## config.mk

```make
export PLATFORM = sky130hd
export DESIGN_NAME = mem_access_master
export DESIGN_NICKNAME = d
export VERILOG_FILES = /design/src/rtl/mem_access_master_pkg.sv /design/src/rtl/mem_access_master.sv
export SDC_FILE = /design/constraint.sdc
export NUM_CORES = 1
export LEC_CHECK = 0
export CAP_MARGIN = 10
export CORE_ASPECT_RATIO = 0.6
export CORE_MARGIN = 4
export CORE_UTILIZATION = 40
export DETAILED_ROUTE_END_ITERATION = 16
export DONT_BUFFER_PORTS = 1
export PLACE_DENSITY = 0.6
export SLEW_MARGIN = 20
export SYNTH_ARGS = -nofsm -noshare
export SYNTH_HDL_FRONTEND = slang
export SYNTH_SLANG_ARGS = --single-unit
export TNS_END_PERCENT = 30
```

## constraint.sdc

```tcl
create_clock -name Clk -period 1.9 [get_ports Clk]
set_input_delay 0.38 -clock Clk [delete_from_list [all_inputs] [get_ports Clk]]
set_output_delay 0.38 -clock Clk [all_outputs]
set_load 0.02 [all_outputs]
```

## src/rtl/mem_access_master_pkg.sv

```systemverilog
// Shared widths and FSM encodings for the memory access master.
// Benches import this package to probe state.
package mem_access_master_pkg;

  localparam int MEM_ADDR_WIDTH = 8;
  localparam int MEM_WORD_WIDTH = 16;

  typedef enum logic [2:0] {
    MAU_ST_IDLE   = 3'd0,
    MAU_ST_SETUP  = 3'd1,
    MAU_ST_STROBE = 3'd2,
    MAU_ST_CHECK  = 3'd3,
    MAU_ST_GAP    = 3'd4,
    MAU_ST_RESP   = 3'd5
  } mau_state_e;

  function automatic logic mau_strobe_on(input mau_state_e s);
    return (s == MAU_ST_STROBE) || (s == MAU_ST_CHECK);
  endfunction

  function automatic logic mau_cmd_on(input mau_state_e s);
    return (s == MAU_ST_SETUP) || (s == MAU_ST_STROBE) ||
           (s == MAU_ST_CHECK) || (s == MAU_ST_GAP);
  endfunction

endpackage

```

## src/rtl/mem_access_master.sv

```systemverilog
// Load/store initiator for the math co-processor memory unit.
// Sets up command levels, strobes Mem_op_enable, retries stalls.
module mem_access_master
  import mem_access_master_pkg::*;
#(
  parameter int unsigned MAX_RETRY = 3,
  parameter int unsigned RETRY_GAP = 1
) (
  input  logic                      Clk,
  input  logic                      Reset,
  input  logic                      Req_valid,
  output logic                      Req_ready,
  input  logic                      Req_write,
  input  logic [MEM_ADDR_WIDTH-1:0] Req_addr,
  input  logic [MEM_WORD_WIDTH-1:0] Req_data,
  output logic                      Resp_valid,
  output logic [MEM_WORD_WIDTH-1:0] Resp_data,
  output logic                      Resp_error,
  output logic                      Read_sig,
  output logic                      Write_sig,
  output logic                      Mem_op_enable,
  output logic [MEM_ADDR_WIDTH-1:0] Address_out,
  output logic [MEM_WORD_WIDTH-1:0] Data_out,
  input  logic [MEM_WORD_WIDTH-1:0] Data_in,
  input  logic                      Mem_op_success
);

  localparam int RC = $clog2(MAX_RETRY + 1);
  localparam int RW = (RC < 1) ? 1 : RC;
  localparam int GC = $clog2(RETRY_GAP + 1);
  localparam int GW = (GC < 1) ? 1 : GC;
  localparam logic [RW-1:0] RMAX  = RW'(MAX_RETRY);
  localparam logic [GW-1:0] GLAST =
    (RETRY_GAP > 1) ? GW'(RETRY_GAP - 1) : '0;

  mau_state_e state_q, state_n;

  logic                      write_q, write_n;
  logic [MEM_ADDR_WIDTH-1:0] addr_q, addr_n;
  logic [MEM_WORD_WIDTH-1:0] wdata_q, wdata_n;
  logic [RW-1:0]             retry_q, retry_n;
  logic [GW-1:0]             gap_q, gap_n;
  logic                      err_n;
  logic [MEM_WORD_WIDTH-1:0] rdata_n;

  logic                      ready_d, rvalid_d, rerr_d;
  logic                      rd_d, wr_d, en_d;
  logic [MEM_WORD_WIDTH-1:0] rdata_d, dout_d;
  logic [MEM_ADDR_WIDTH-1:0] aout_d;

  always_ff @(posedge Clk) begin
    if (Reset) begin
      state_q       <= MAU_ST_IDLE;
      write_q       <= 1'b0;
      addr_q        <= '0;
      wdata_q       <= '0;
      retry_q       <= '0;
      gap_q         <= '0;
      Req_ready     <= 1'b0;
      Resp_valid    <= 1'b0;
      Resp_data     <= '0;
      Resp_error    <= 1'b0;
      Read_sig      <= 1'b0;
      Write_sig     <= 1'b0;
      Mem_op_enable <= 1'b0;
      Address_out   <= '0;
      Data_out      <= '0;
    end else begin
      state_q       <= state_n;
      write_q       <= write_n;
      addr_q        <= addr_n;
      wdata_q       <= wdata_n;
      retry_q       <= retry_n;
      gap_q         <= gap_n;
      Req_ready     <= ready_d;
      Resp_valid    <= rvalid_d;
      Resp_data     <= rdata_d;
      Resp_error    <= rerr_d;
      Read_sig      <= rd_d;
      Write_sig     <= wr_d;
      Mem_op_enable <= en_d;
      Address_out   <= aout_d;
      Data_out      <= dout_d;
    end
  end

  always_comb begin
    state_n = state_q;
    write_n = write_q;
    addr_n  = addr_q;
    wdata_n = wdata_q;
    retry_n = retry_q;
    gap_n   = gap_q;
    err_n   = 1'b0;
    rdata_n = '0;
    unique case (state_q)
      MAU_ST_IDLE: begin
        if (Req_valid && Req_ready) begin
          write_n = Req_write;
          addr_n  = Req_addr;
          wdata_n = Req_data;
          retry_n = '0;
          state_n = MAU_ST_SETUP;
        end
      end
      MAU_ST_SETUP:  state_n = MAU_ST_STROBE;
      MAU_ST_STROBE: state_n = MAU_ST_CHECK;
      MAU_ST_CHECK: begin
        if (Mem_op_success) begin
          if (!write_q) rdata_n = Data_in;
          state_n = MAU_ST_RESP;
        end else if (retry_q < RMAX) begin
          // saturating even if RW leaves headroom above MAX_RETRY
          retry_n = (retry_q == '1) ? retry_q : retry_q + 1'b1;
          gap_n   = '0;
          state_n = MAU_ST_GAP;
        end else begin
          err_n   = 1'b1;
          state_n = MAU_ST_RESP;
        end
      end
      MAU_ST_GAP: begin
        if (gap_q == GLAST) state_n = MAU_ST_STROBE;
        else                gap_n   = gap_q + 1'b1;
      end
      MAU_ST_RESP: state_n = MAU_ST_IDLE;
      default:     state_n = MAU_ST_IDLE;
    endcase
  end

  // outputs are registered, so they decode the next state
  always_comb begin
    ready_d  = (state_n == MAU_ST_IDLE);
    rvalid_d = (state_n == MAU_ST_RESP);
    rdata_d  = rdata_n;
    rerr_d   = err_n;
    rd_d     = mau_cmd_on(state_n) && !write_n;
    wr_d     = mau_cmd_on(state_n) && write_n;
    en_d     = mau_strobe_on(state_n);
    aout_d   = Address_out;
    dout_d   = Data_out;
    if (mau_cmd_on(state_n)) begin
      aout_d = addr_n;
      dout_d = wdata_n;
    end
  end

endmodule

```

==> key figures <==
Global route
  – Largest net degree at the start of global routing: 57
  – Global-route wire length before repair: 11530 um
  – Vias in the first global route: 2077
  – Grt ovf: 0
  – Tot GR Track Use: 0.1737
  – Initial antenna violation count: 0

Power
  – Int Power: approximately 3.3 mW
  – Pleak: 1.158 nW
  – Clk pwr share: 0.401
  – Switch share: 0.2917
  – Switching power: 1.368 mW
  – Power per cell area: 1415 nW/um^2
  – Comb power frac: 0.164
  – Sequential power share: 0.434
  – Max IR drop VDD: 0.5088 mV

Timing
  – Hold Fails Final Rpt: 0
  – Total negative setup slack: 0 ns
  – Slew margin rel.: 0.7711
  – Setup clock skew after layout: 0.004815 ns
  – Slew @ Worst Pin: 0.3429 ns
  – Final Setup Violations: 0
  – Final setup margin: 0.2883 ns
  – RSZ-0062 raised after global routing: false
  – Hold WS: 0.1219 ns
  – Minimum clock period: 1.612 ns
  – Final Max Tran Viols: 0
  – Tcrit/Tclk final: 0.8483
  – Fmax: 0.6204 GHz

Drt
  – DRC: 0
  – Vias/cell: around 6.0
  – WL/cell: 20.05 um
  – DRT antenna net count: 0
  – Pre-antenna DRT Iters: 4
  – 1st-iter DRT viols: 122
  – WL final: 7377 um
  – Vias: between 2000 and 2500

Worst setup path
  – Critical Path AT: 1.85 ns
  – Delay-heaviest family, CP: flip-flops
  – Worst Setup Start Kind: flip-flop
  – Cell chain of the critical path: or3_1 > buf_4 > o21ai_1 > a311oi_2
  – RR Endpoint: Address_out[7]
  – Critical Path Source: state_q[2]
  – Delay of the slowest critical-path stage: between 0.5 and 0.6 ns
  – Critical path buffers and inverters: 1
  – R2r worst-path depth: 4
  – R2r startpoint: state_q[2]
  – Setup crit end: Address_out[7]
  – CP Class: flip-flop to flip-flop
  – Critical Path RT: 2.14 ns
  – Reg2reg setup slack: 0.29 ns
  – Critical path depth: 4
  – Slowest-stage cell, CP: dfxtp_1
  – Setup crit end kind: flip-flop
  – Max FO, Critical Path: 27

Logic synthesis
  – Seq/Total Area, Yosys: 0.5289
  – Cell taking the most area after synthesis: dfxtp_1
  – Area contributors post-synth: dfxtp_1 (53%), a311oi_2 (10%), a31oi_1 (5.2%)
  – Top cell type's share of synthesized area: 0.5289
  – Synth Register Bits: 76
  – Synthesized instance count: 281
  – Yosys warns: 0
  – Post-Syn Area: between 2000 and 3000 um^2
  – Syn avg cell area: a little over 10 um^2
  – Syn_nets: 327
  – Yosys cell types: 32

Cells and area
  – Non-Filler Instances: 368
  – Area of the multi-input gates: between 1000 and 1500 um^2
  – Nets: 322
  – Reg area: 1521 um^2
  – # fillers: 615
  – Diode count: 0
  – Layout area overhead: 15.22%
  – Share of layout cells above drive strength 1: 0.1851

Place
  – IO Port Bufs: 0
  – Placed insts: 352
  – GP Congestion: 0.8314
  – Final HPWL DP: ~4700 um
  – Pre-CTS WS: 0.3053 ns

Clock network
  – TritonCTS clock tree: done
  – Clk sinks: 76
  – # Post-CTS Setup Buffers: 0
  – Clk buf depth: 2
  – Clock slew at reported path FFs: 0.05 ns
  – CTS root buffer: clkbuf_16
  – Clock Latency Late Sink: 0.33 ns
  – Resized Gates After CTS: 0
  – H-tree levels: 3
  – Hold_buf cts: 0
  – Cts bufs inserted: 9

Floorplan
  – Row cnt: 23
  – Die footprint: about 8700 um^2
  – Die width: 117.5 um
  – Chip height: 73.69 um
  – IO Pins: 91
  – Placeable Area: slightly below 7000 um^2
  – Initial Util: 0.4218

Min path
  – WHS Path Cells: 1
  – Hold Path Class: input pin to flip-flop

Flow run
  – Max cap viols: 0

Outcome
  – Status: finished clean
[cell type report]
class | count | area share
flip-flops and latches | 76 | 0.4590
multi-input cells | 173 | 0.3650
clock buffers | 12 | 0.08041
repair buffers | 14 | 0.03926
well taps | 87 | 0.03284
clock inverters | 4 | 0.02114
inverters | 2 | 0.002265
[power by group through the flow]
stage / sequential, mW / clock [mW] / combinational, mW
6_report: 2.04 / 1.88 / 0.771
5_1_grt: 2.05 / 2.00 / 0.852
4_1_cts: 2.04 / 1.92 / 0.769
3_5_place_dp: 2.07 / 0 / 0.766
3_3_place_gp: 2.07 / 0 / 0.752
2_1_floorplan: 2.03 / 0 / 0.629
[worst min-delay path by stage]
stage,from,end,slack (ns)
floorplan,Mem_op_success,Resp_error,0.46
global placement,Reset,Address_out[7],0.46
detailed placement,Reset,Address_out[2],0.46
CTS,Reset,Address_out[2],0.10
global route,Reset,wdata_q[1],0.1
finish,Reset,write_q,0.12
[flip-flops by register name (all words and copies together), names as in the netlist]
name           flops
wdata_q           16
Address_out        8
Data_out          16
addr_q             8
Resp_data         16
Req_ready          1
Resp_valid         1
Write_sig          1
state_q            3
Mem_op_enable      1
Read_sig           1
retry_q            2
Resp_error         1
write_q            1
[cells in the mapped netlist]
cell,n
clkbuf_1,22
nand2_1,1
ha_1,1
nor2b_1,2
buf_6,4
nor2_1,4
nor3b_1,2
o21ai_1,26
a211oi_1,2
o311a_1,2
a311oi_1,4
nand4_1,1
nor3_2,1
o221ai_1,2
a2111o_1,1
nand2b_1,1
inv_1,2
and4_1,1
a31oi_1,24
nand3_1,26
and2_1,17
nand4bb_1,1
a21oi_1,27
or3_1,2
o21ai_0,1
buf_2,4
and3_1,1
or3b_1,1
o211ai_1,1
dfxtp_1,76
a311oi_2,20
a22oi_1,1
[cells by family after synthesis]
logic type	count (synthesis)	share of synthesized area
compound gates	111	0.2901
simple gates	61	0.1227
flops	76	0.5289
fa+ha+maj	1	0.004349
buf+inv	32	0.05394
[cell usage in the layout (no fill, tap or decap), types with 9 or more instances in the layout]
cell       Yosys  routed
a31oi_1       24      24
clkbuf_16      0       9
and2_1        17      17
o21ai_1       26      25
dfxtp_1       76      76
buf_4          0      12
nand3_1       26      26
a311oi_2      20      20
a21oi_1       27      27
[per-stage QoR]
stage | power, mW | instance area (um^2) | util
floorplan | 2.655 | 2877 | -
global placement | 2.824 | 2978 | 0.4366
detailed placement | 2.840 | 2978 | 0.4366
CTS | 4.733 | 3314 | 0.4860
global route | 4.910 | 3314 | 0.4860
finish | 4.691 | 3314 | 0.4860
[worst register-to-register path, cell delays in order, from the launching register on]
cell      delay [ns]
dfxtp_1         0.52
or3_1           0.22
buf_4           0.33
o21ai_1         0.17
a311oi_2        0.28
[per-layer routing]
layer  part of all wire  up-vias  GRT usage
li1                   -     1053          -
met1               0.46     1084     0.2271
met2               0.46       57     0.2551
met3              0.072        5    0.08231
met4             0.0060        0    0.05455
met5                  0        -          0
Note: power is estimated with default switching activity, not from simulation.
